==> src/rtl/mem_axi_rd_master.sv <==
// mem_axi_rd_master
//   AXI4 read master with one outstanding transaction. It turns simple MMU read
//   requests into AXI4 INCR bursts (ARSIZE = 4 bytes) and returns the beats in
//   order, one registered cycle after each R handshake.
//
//   Optional feature macro: MEM_AXI_4K_SPLIT_EN
//     defined   - a request that crosses a 4 KB boundary is issued as two bursts
//     undefined - every request is issued as one burst unchanged
//
//   Ports
//     CLK, RST           clock (rising edge), asynchronous active-low reset
//     REQ_RDEN/RADDR/RLEN request strobe, byte address, beat count minus 1
//     REQ_FLUSH          abort the current request (drains the open burst)
//     REQ_BUSY           high while state != IDLE
//     REQ_RVALID/RDATA/RLAST/ERR  returned beat, registered
//     M_AXI_AR*          AXI read address channel
//     M_AXI_R*           AXI read data channel
module mem_axi_rd_master #(
   parameter int                            C_M_AXI_ADDR_WIDTH = 32,
   parameter int                            C_M_AXI_DATA_WIDTH = 32,
   parameter logic [C_M_AXI_ADDR_WIDTH-1:0] C_OFFSET           = '0
) (
   input  logic                          CLK,
   input  logic                          RST,
   input  logic                          REQ_RDEN,
   input  logic [C_M_AXI_ADDR_WIDTH-1:0] REQ_RADDR,
   input  logic [7:0]                    REQ_RLEN,
   input  logic                          REQ_FLUSH,
   output logic                          REQ_BUSY,
   output logic                          REQ_RVALID,
   output logic [C_M_AXI_DATA_WIDTH-1:0] REQ_RDATA,
   output logic                          REQ_RLAST,
   output logic                          REQ_ERR,
   output logic [C_M_AXI_ADDR_WIDTH-1:0] M_AXI_ARADDR,
   output logic [7:0]                    M_AXI_ARLEN,
   output logic [2:0]                    M_AXI_ARSIZE,
   output logic [1:0]                    M_AXI_ARBURST,
   output logic                          M_AXI_ARVALID,
   input  logic                          M_AXI_ARREADY,
   input  logic [C_M_AXI_DATA_WIDTH-1:0] M_AXI_RDATA,
   input  logic [1:0]                    M_AXI_RRESP,
   input  logic                          M_AXI_RLAST,
   input  logic                          M_AXI_RVALID,
   output logic                          M_AXI_RREADY
);
   localparam int AW = C_M_AXI_ADDR_WIDTH;

   typedef enum logic [1:0] {IDLE, ADDR, DATA, DRAIN} state_t;

   state_t        state, state_nxt;
   logic [AW-1:0] req_addr;    // word-aligned request address plus offset
   logic [7:0]    first_len;   // ARLEN of the first (or only) burst
   logic [7:0]    cnt;         // beats remaining minus 1 in the open burst
   logic          flush_pend;  // flush seen while AR was still pending
   logic          second;      // a second burst follows the open one

   assign req_addr      = (REQ_RADDR & ~AW'(3)) + C_OFFSET;
   assign M_AXI_ARSIZE  = 3'b010;
   assign M_AXI_ARBURST = 2'b01;

`ifdef MEM_AXI_4K_SPLIT_EN
   logic [12:0]   end_off;   // page offset one past the last byte
   logic          split_req;
   logic [7:0]    len1;
   logic [AW-1:0] nxt_addr;
   logic [7:0]    nxt_len;

   assign end_off   = {1'b0, req_addr[11:0]} + (({5'd0, REQ_RLEN} + 13'd1) << 2);
   assign split_req = end_off > 13'd4096;
   // (4096 - off)/4 - 1 == 1023 - off[11:2]; a crossing keeps it below len.
   assign len1      = ~req_addr[9:2];
   assign first_len = split_req ? len1 : REQ_RLEN;

   always_ff @(posedge CLK or negedge RST) begin
      if (!RST) begin
         second   <= 1'b0;
         nxt_addr <= '0;
         nxt_len  <= '0;
      end else if (state == IDLE && REQ_RDEN) begin
         second   <= split_req;
         nxt_addr <= {req_addr[AW-1:12] + {{(AW-13){1'b0}}, 1'b1}, 12'h000};
         nxt_len  <= REQ_RLEN - len1 - 8'd1;
      end else if (state == DATA && M_AXI_RVALID && M_AXI_RLAST) begin
         second   <= 1'b0;
      end
   end
`else
   assign first_len = REQ_RLEN;
   assign second    = 1'b0;
`endif

   // state register
   always_ff @(posedge CLK or negedge RST) begin
      if (!RST) state <= IDLE;
      else      state <= state_nxt;
   end

   // next state; a transaction always ends on the slave's RLAST
   always_comb begin
      state_nxt = state;
      case (state)
         IDLE:  if (REQ_RDEN) state_nxt = ADDR;
         ADDR:  if (M_AXI_ARREADY) state_nxt = (flush_pend || REQ_FLUSH) ? DRAIN : DATA;
         DATA: begin
            if (M_AXI_RVALID && M_AXI_RLAST) state_nxt = (second && !REQ_FLUSH) ? ADDR : IDLE;
            else if (REQ_FLUSH)              state_nxt = DRAIN;
         end
         DRAIN: if (M_AXI_RVALID && M_AXI_RLAST) state_nxt = IDLE;
         default: state_nxt = IDLE;
      endcase
   end

   // state-decoded outputs
   always_comb begin
      M_AXI_ARVALID = (state == ADDR);
      M_AXI_RREADY  = (state == DATA) || (state == DRAIN);
      REQ_BUSY      = (state != IDLE);
   end

   // AR payload, beat counter and registered beat return
   always_ff @(posedge CLK or negedge RST) begin
      if (!RST) begin
         M_AXI_ARADDR <= '0;
         M_AXI_ARLEN  <= '0;
         cnt          <= '0;
         flush_pend   <= 1'b0;
         REQ_RVALID   <= 1'b0;
         REQ_RDATA    <= '0;
         REQ_RLAST    <= 1'b0;
         REQ_ERR      <= 1'b0;
      end else begin
         REQ_RVALID <= 1'b0;
         REQ_RLAST  <= 1'b0;
         REQ_ERR    <= 1'b0;
         case (state)
            IDLE: if (REQ_RDEN) begin
               M_AXI_ARADDR <= req_addr;
               M_AXI_ARLEN  <= first_len;
               flush_pend   <= 1'b0;
            end
            ADDR: begin
               if (REQ_FLUSH)     flush_pend <= 1'b1;
               if (M_AXI_ARREADY) cnt        <= M_AXI_ARLEN;
            end
            DATA: if (M_AXI_RVALID) begin
               cnt <= cnt - 8'd1;
               // a beat arriving with FLUSH is dropped
               if (!REQ_FLUSH) begin
                  REQ_RVALID <= 1'b1;
                  REQ_RDATA  <= M_AXI_RDATA;
                  REQ_RLAST  <= M_AXI_RLAST && !second;
                  REQ_ERR    <= (M_AXI_RRESP != 2'b00) || (M_AXI_RLAST != (cnt == 8'd0));
               end
`ifdef MEM_AXI_4K_SPLIT_EN
               if (M_AXI_RLAST && second && !REQ_FLUSH) begin
                  M_AXI_ARADDR <= nxt_addr;
                  M_AXI_ARLEN  <= nxt_len;
               end
`endif
            end
            default: ;
         endcase
      end
   end
endmodule
==> config.mk <==
export PLATFORM = sky130hd
export DESIGN_NAME = mem_axi_rd_master
export DESIGN_NICKNAME = d
export VERILOG_FILES = /design/src/rtl/mem_axi_rd_master.sv
export SDC_FILE = /design/constraint.sdc
export NUM_CORES = 1
export LEC_CHECK = 0
export BUFFER_PORTS_ARGS = -buffer_cell sky130_fd_sc_hd__buf_2
export CAP_MARGIN = 0
export CORE_UTILIZATION = 46
export DETAILED_ROUTE_END_ITERATION = 8
export GPL_TIMING_DRIVEN = 0
export PLACE_DENSITY = 0.79
export RECOVER_POWER = 50
export REMOVE_ABC_BUFFERS = 1
export SKIP_CTS_REPAIR_TIMING = 1
export SLEW_MARGIN = 5
export SYNTH_ARGS = -nofsm -noshare
export SYNTH_HDL_FRONTEND = slang
export SYNTH_SLANG_ARGS = --single-unit
==> constraint.sdc <==
create_clock -name CLK -period 2 [get_ports CLK]
set_input_delay 0.6 -clock CLK [delete_from_list [all_inputs] [get_ports CLK]]
set_output_delay 0.6 -clock CLK [all_outputs]
set_load 0.01 [all_outputs]
==> results of run 1 <==
-- cell families (layout without fill, tap and decap cells) --
logic type | count (synthesis) | after routing | share of synthesized area, %
compound gates | 31 | 31 | 5.35
xor+xnor | 1 | 1 | 0.255
fa+ha+maj | 2 | 2 | 0.727
buf+inv | 21 | 176 | 3.89
flops | 84 | 84 | 61.1
mux | 71 | 71 | 23.2
other cells | 2 | 7 | 0.218
simple gates | 29 | 30 | 5.27
-- power by group through the flow --
stage | Clock [W] | Combinational (W) | Sequential, W
floorplan | 0 | 0.00128 | 0.00337
CTS | 0.00135 | 0.00281 | 0.00303
detailed placement | 0 | 0.00281 | 0.00305
global route | 0.00142 | 0.00297 | 0.00316
global placement | 0 | 0.00269 | 0.00301
finish | 0.00131 | 0.00270 | 0.00304
-- metrics by stage --
stage               setup TNS, ns  cells  utilization, %  setup slack [ns]  hold slack (ns)
global placement           -77.16    482            58.4            -0.772            0.484
detailed placement          -4.98    484            59.2            -0.170            0.490
floorplan                  -19.32    229               -            -0.378            0.304
finish                          0    501            61.7            0.0722            0.396
global route                    0    501            61.7            0.0153            0.456
CTS                         -1.58    499            62.2           -0.0737            0.224
-- area by class of cell --
cell class / instances / share of cell area (%)
Clock inverter: 4 / 1.65
Inverter: 4 / 0.335
Sequential cell: 84 / 47.0
Tap cell: 99 / 2.77
Multi-Input combinational cell: 142 / 27.8
Timing Repair Buffer: 157 / 17.3
Clock buffer: 11 / 3.16
-- worst max path at each step --
stage | end | slack, ns | cells after the start
after global placement | M_AXI_ARADDR[19] | -0.77 | 3
final | REQ_BUSY | 0.07 | 2
after floorplan | M_AXI_ARADDR[10] | -0.38 | 3
after global routing | REQ_BUSY | 0.02 | 2
after detailed placement | REQ_RDATA[22] | -0.17 | 4
after CTS | REQ_RDATA[22] | -0.07 | 3
-- metal layers --
layer | up-vias | share of wire [%] | track usage (%)
met4 | 0 | 2.7 | 10.9
met1 | 1222 | 40 | 21.2
met3 | 17 | 5.4 | 5.22
met5 | - | 0 | 0
met2 | 90 | 52 | 32.9
li1 | 1150 | - | -
-- synthesized netlist by cell type (all sizes together) (2+ instances only) --
master | instances | area share (%)
dfrtp | 84 | 61
mux2 | 70 | 23
buf | 14 | 2.8
o21ai | 13 | 1.9
a21oi | 9 | 1.3
nor2 | 6 | 0.80
nand2 | 5 | 0.55
inv | 4 | 0.44
clkbuf | 3 | 0.62
and2 | 2 | 0.36
conb | 2 | 0.22
ha | 2 | 0.73
nand2b | 2 | 0.36
nor2b | 2 | 0.36
nor3 | 2 | 0.29
nor3b | 2 | 0.44
o2bb2ai | 2 | 0.51
-- sequential cells by signal, indices dropped and copies added, names as in the netlist --
| signal | flops |
|---|---|
| M_AXI_ARLEN | 8 |
| REQ_RVALID | 1 |
| REQ_ERR | 1 |
| flush_pend | 1 |
| REQ_RLAST | 1 |
| cnt | 8 |
| state | 2 |
| M_AXI_ARADDR | 30 |
| REQ_RDATA | 32 |
==> results_dict.tcl, run 1 <==
set metrics [dict create \
    result_of_the_run "complete, no violations" \
    startpoint "state[0]" \
    dieWidth_um 88.5 \
    mappedNetlistArea_mm2 0.00344 \
    gr-total-overflow 0 \
    power.share.switching_pct 34.5 \
    timing_hold_violations_final 0 \
    clk-insertion-delay-late_ns 0.34 \
    area_delta_synth_final_pct 30.1 \
    initial_utilization_pct 47.4 \
    synth_cells 241 \
    register_area_mm2 0.00210 \
    critPathLaunchType "register" \
    total_power_w 0.00706 \
    number_of_synthesis_warnings 0 \
    global_route_wire_length_before_repair_um 11100 \
    reg2reg_depth 3 \
    ys_ff_latch 84 \
    final_layout_size_suffix_gt1_share_pct 53.2 \
    worst_path_arrival_ns 1.33 \
    layout.cells.most_common_list "sky130_fd_sc_hd__buf_2, sky130_fd_sc_hd__dfrtp_1, sky130_fd_sc_hd__mux2_2" \
    post_synth.cell_area_avg_um2 14.3 \
    critical_path.max_stage_delay_ns 0.47 \
    detail_route.wirelength_um 7270 \
    grt_antenna_before_repair 0 \
    synth-edff-count 0 \
    clockRootBuffer "sky130_fd_sc_hd__clkbuf_8" \
    clock-skew-final_ns 0.00983 \
    intPower_w 0.00462 \
    placed_area_mm2 0.00430 \
    ys_seq_area_share_pct 61.1 \
    final_design_area_no_fill_mm2 0.00448 \
    power.switching_w 0.00243 \
    std_cell_rows 31 \
    worst_path_dominant_cell_family "flip-flops" \
    ant_nets 0 \
    cts-buffers-inserted 9 \
    max_freq_mhz 519 \
    crit_chain "or2_2 > buf_2" \
    route.detailed.drc 0 \
    hpwlAfterDp_um 5160 \
    core_area_mm2 0.00725 \
    dieHeight_um 88.5 \
    grt_setup_unrepaired "no" \
    count_of_pins_over_their_slew_limit 0 \
    drt-pass1-iter-count 4 \
    pwr_density_cell_mw_per_mm2 1580 \
    avgRoutedWirePerCell_um 14.5 \
    routabilityCongestion 0.744 \
    die-area_mm2 0.00783 \
    p_clk_share_pct 18.6 \
    path_buf_inv 1 \
    detail_route.vias_per_cell 4.95 \
    antenna_cells_inserted 0 \
    async_flop_share_pct 100 \
    number_of_buffers_inserted_by_port_buffering 154 \
    setup.worst_path.class "reg2out" \
    nNetsFinal 481 \
    total_clock_sinks 84 \
    grt.total_usage_pct 19.0 \
    critical_path.max_fanout 8 \
    maxCapViolations 0 \
    slew_headroom_pct 36.2 \
    multi_input_area_mm2 0.00124 \
    worstReg2RegStart "state[0]" \
    min_period_over_period_pct 96.4 \
    clk_transition_reported_paths_ns 0.08 \
    sequential_group_share_of_total_power_pct 43.1 \
    setup-violations-final 0 \
    pin_count_of_the_biggest_net_entering_global_routing 46 \
    worst_pin_slew_ns 0.957 \
    drt_iter0_drcs 53 \
    finalCriticalPeriod_ns 1.93 \
    tritoncts "yes" \
    power_frac_comb_pct 38.3 \
    cts-root-to-sink-buffers 2 \
    r2r-end "REQ_RDATA[21]" \
    timing.hold.worst.class "in2async" \
    vias_in_the_first_global_route 2393 \
    ys.flop_type "sky130_fd_sc_hd__dfrtp_1" \
    ios 164 \
    fillCellCount 613 \
    required_ns 1.40 \
    endpoint_kind "output port" \
    number_of_unique_standard_cell_types_used_by_synthesis 38 \
    cp_slowest_cell "sky130_fd_sc_hd__dfrtp_1" \
    p_leak_nw 2.10 \
    ir_worst_vdd_mv 0.690 \
    layout_commonest_cell "sky130_fd_sc_hd__buf_2" \
    via_count 2479 \
    htree_levels 3 \
    setup.reg_to_reg.worst_slack_ns 0.17 \
]
Note: power is estimated with default switching activity, not from simulation.
==> run 2: changes to the inputs <==
--- a/config.mk
+++ b/config.mk
@@ -5,7 +5,7 @@
 export SDC_FILE = /design/constraint.sdc
 export NUM_CORES = 1
 export LEC_CHECK = 0
-export BUFFER_PORTS_ARGS = -buffer_cell sky130_fd_sc_hd__buf_2
+export BUFFER_PORTS_ARGS = -buffer_cell sky130_fd_sc_hd__clkbuf_2
 export CAP_MARGIN = 0
 export CORE_UTILIZATION = 46
 export DETAILED_ROUTE_END_ITERATION = 8
==> results_dict.tcl, run 2 (synthesized netlist as in run 1, its figures left out) <==
set metrics [dict create \
    startpoint "state[1]" \
    registers.top_by_ff_count "REQ_RDATA" \
    dp_slack_ns -0.167 \
    maxCapViolations 0 \
    timing.hold.worst.class "in2reg" \
    ios 164 \
    timing_hold_violations_final 0 \
    grt_util_met1_pct 21.7 \
    critPathLaunchType "register" \
    global_route_wire_length_before_repair_um 11000 \
    nNetsFinal 483 \
    post-route-worst-setup-slack_ns 0.0681 \
    initial_utilization_pct 47.4 \
    endpoint_kind "output port" \
    top_flop_regs "REQ_RDATA (32), M_AXI_ARADDR (30)" \
    gr-total-overflow 0 \
    pin_count_of_the_biggest_net_entering_global_routing 51 \
    via_count 2508 \
    route.detailed.drc 0 \
    tritoncts "yes" \
    grt.met2_usage_pct 33.3 \
    grt_setup_unrepaired "no" \
    utilization_pct 62.3 \
    power.switching_w 0.00253 \
    critical_path.max_fanout 11 \
    layout_commonest_cell "sky130_fd_sc_hd__clkbuf_2" \
    count_of_pins_over_their_slew_limit 0 \
    groute.layer.met3.usage_pct 4.29 \
    vias_in_the_first_global_route 2302 \
    finalNonFillerCells 504 \
    routabilityCongestion 0.749 \
    detail_route.wirelength_um 7300 \
    p_leak_nw 2.14 \
    die-area_mm2 0.00783 \
    ir_worst_vdd_mv 0.746 \
    worstReg2RegStart "state[0]" \
    total_clock_sinks 84 \
    grt_antenna_before_repair 0 \
    dieHeight_um 88.5 \
    area_delta_synth_final_pct 31.3 \
    min_period_over_period_pct 96.6 \
    hpwlAfterDp_um 5270 \
    final_layout_setup_total_negative_slack_ns 0 \
    finalCriticalPeriod_ns 1.93 \
    grt.total_usage_pct 18.9 \
    clk_transition_reported_paths_ns 0.10 \
    drt_iter0_drcs 66 \
    power.share.switching_pct 35.3 \
    std_cell_rows 31 \
    detail_route.vias_per_cell 4.98 \
    clk-insertion-delay-late_ns 0.35 \
    layout.cells.most_common_list "sky130_fd_sc_hd__clkbuf_2, sky130_fd_sc_hd__dfrtp_1, sky130_fd_sc_hd__mux2_2" \
    clock-skew-final_ns 0.00828 \
    largest_register_ff_count 32 \
    cts-buffers-inserted 9 \
    result_of_the_run "complete, no violations" \
    setup.worst_path.class "reg2out" \
    antenna_cells_inserted 0 \
    number_of_buffers_inserted_by_port_buffering 154 \
    drt-pass1-iter-count 4 \
    clockRootBuffer "sky130_fd_sc_hd__clkbuf_8" \
    max_freq_mhz 518 \
    dpl.cell_count 484 \
    ant_nets 0 \
    min_from "M_AXI_RDATA[9]" \
    dieWidth_um 88.5 \
    avgRoutedWirePerCell_um 14.5 \
    worst_hold_slack_ns 0.470 \
    required_ns 1.40 \
    worst_pin_slew_ns 1.25 \
    cts-root-to-sink-buffers 2 \
    grt_most_used_layer "met2" \
    slew_headroom_pct 16.8 \
    setup-violations-final 0 \
    worst_path_arrival_ns 1.33 \
    pwr_density_cell_mw_per_mm2 1580 \
    htree_levels 3 \
    final_layout_size_suffix_gt1_share_pct 53.8 \
    intPower_w 0.00463 \
    sequential_group_share_of_total_power_pct 42.9 \
    core_area_mm2 0.00725 \
    p_clk_share_pct 19.3 \
    power_frac_comb_pct 37.8 \
]
run 2: cell types whose count changed in the layout (fill, tap and decap cells not counted), sizes merged:
cell	delta
clkinv	-2
clkbuf	+115
inv	+4
clkinvlp	+1
buf	-115
run 2: layout make-up:
| class | instances | area, um2 |
|---|---|---|
| fillers | 596 | 2740 |
| flip-flops and latches | 84 | 2100 |
| inverters | 4 | 15.0 |
| clock buffers | 9 | 124 |
| repair buffers | 159 | 802 |
| well taps | 99 | 124 |
| multi-input cells | 142 | 1240 |
| clock inverters | 7 | 105 |
run 2: through the flow:
| stage | cell area [um2] | power [W] |
|---|---|---|
| finish | 4520 | 0.00716 |
| global route | 4520 | 0.00761 |
| CTS | 4520 | 0.00727 |
| detailed placement | 4290 | 0.00588 |
| global placement | 4240 | 0.00571 |
| floorplan | 3340 | 0.00464 |
run 2: path summary, 6_finish.rpt:
| path | endpoint | slack, ns | cells after the start |
|---|---|---|---|
| worst min-delay path | REQ_RDATA[9] | 0.47 | 2 |
| max in group asynchronous | state[1] | 0.68 | 1 |
| worst min register to register | REQ_RDATA[18] | 0.51 | 1 |
| min in group asynchronous | REQ_RDATA[26] | 0.49 | 1 |
| worst max register to register | REQ_RDATA[17] | 0.18 | 3 |
| worst max-delay path | REQ_BUSY | 0.07 | 2 |
run 2: power by group through the flow:
stage / Clock [W] / Sequential, W / Combinational (W)
2_1_floorplan: 0 / 0.00337 / 0.00128
3_3_place_gp: 0 / 0.00304 / 0.00268
3_5_place_dp: 0 / 0.00309 / 0.00279
4_1_cts: 0.00141 / 0.00307 / 0.00279
5_1_grt: 0.00147 / 0.00318 / 0.00296
6_report: 0.00138 / 0.00307 / 0.00271
run 2: worst max-delay path, cell delays in order (launching register included):
cell	delay, ns
sky130_fd_sc_hd__dfrtp_2	0.49
sky130_fd_sc_hd__or2_2	0.34
sky130_fd_sc_hd__clkbuf_2	0.15
run 2: per-layer routing:
| layer | vias to the layer above | wire [um] |
|---|---|---|
| met5 | - | 0 |
| met4 | 0 | 128 |
| met3 | 11 | 333 |
| met2 | 85 | 3920 |
| met1 | 1255 | 2920 |
| li1 | 1157 | - |
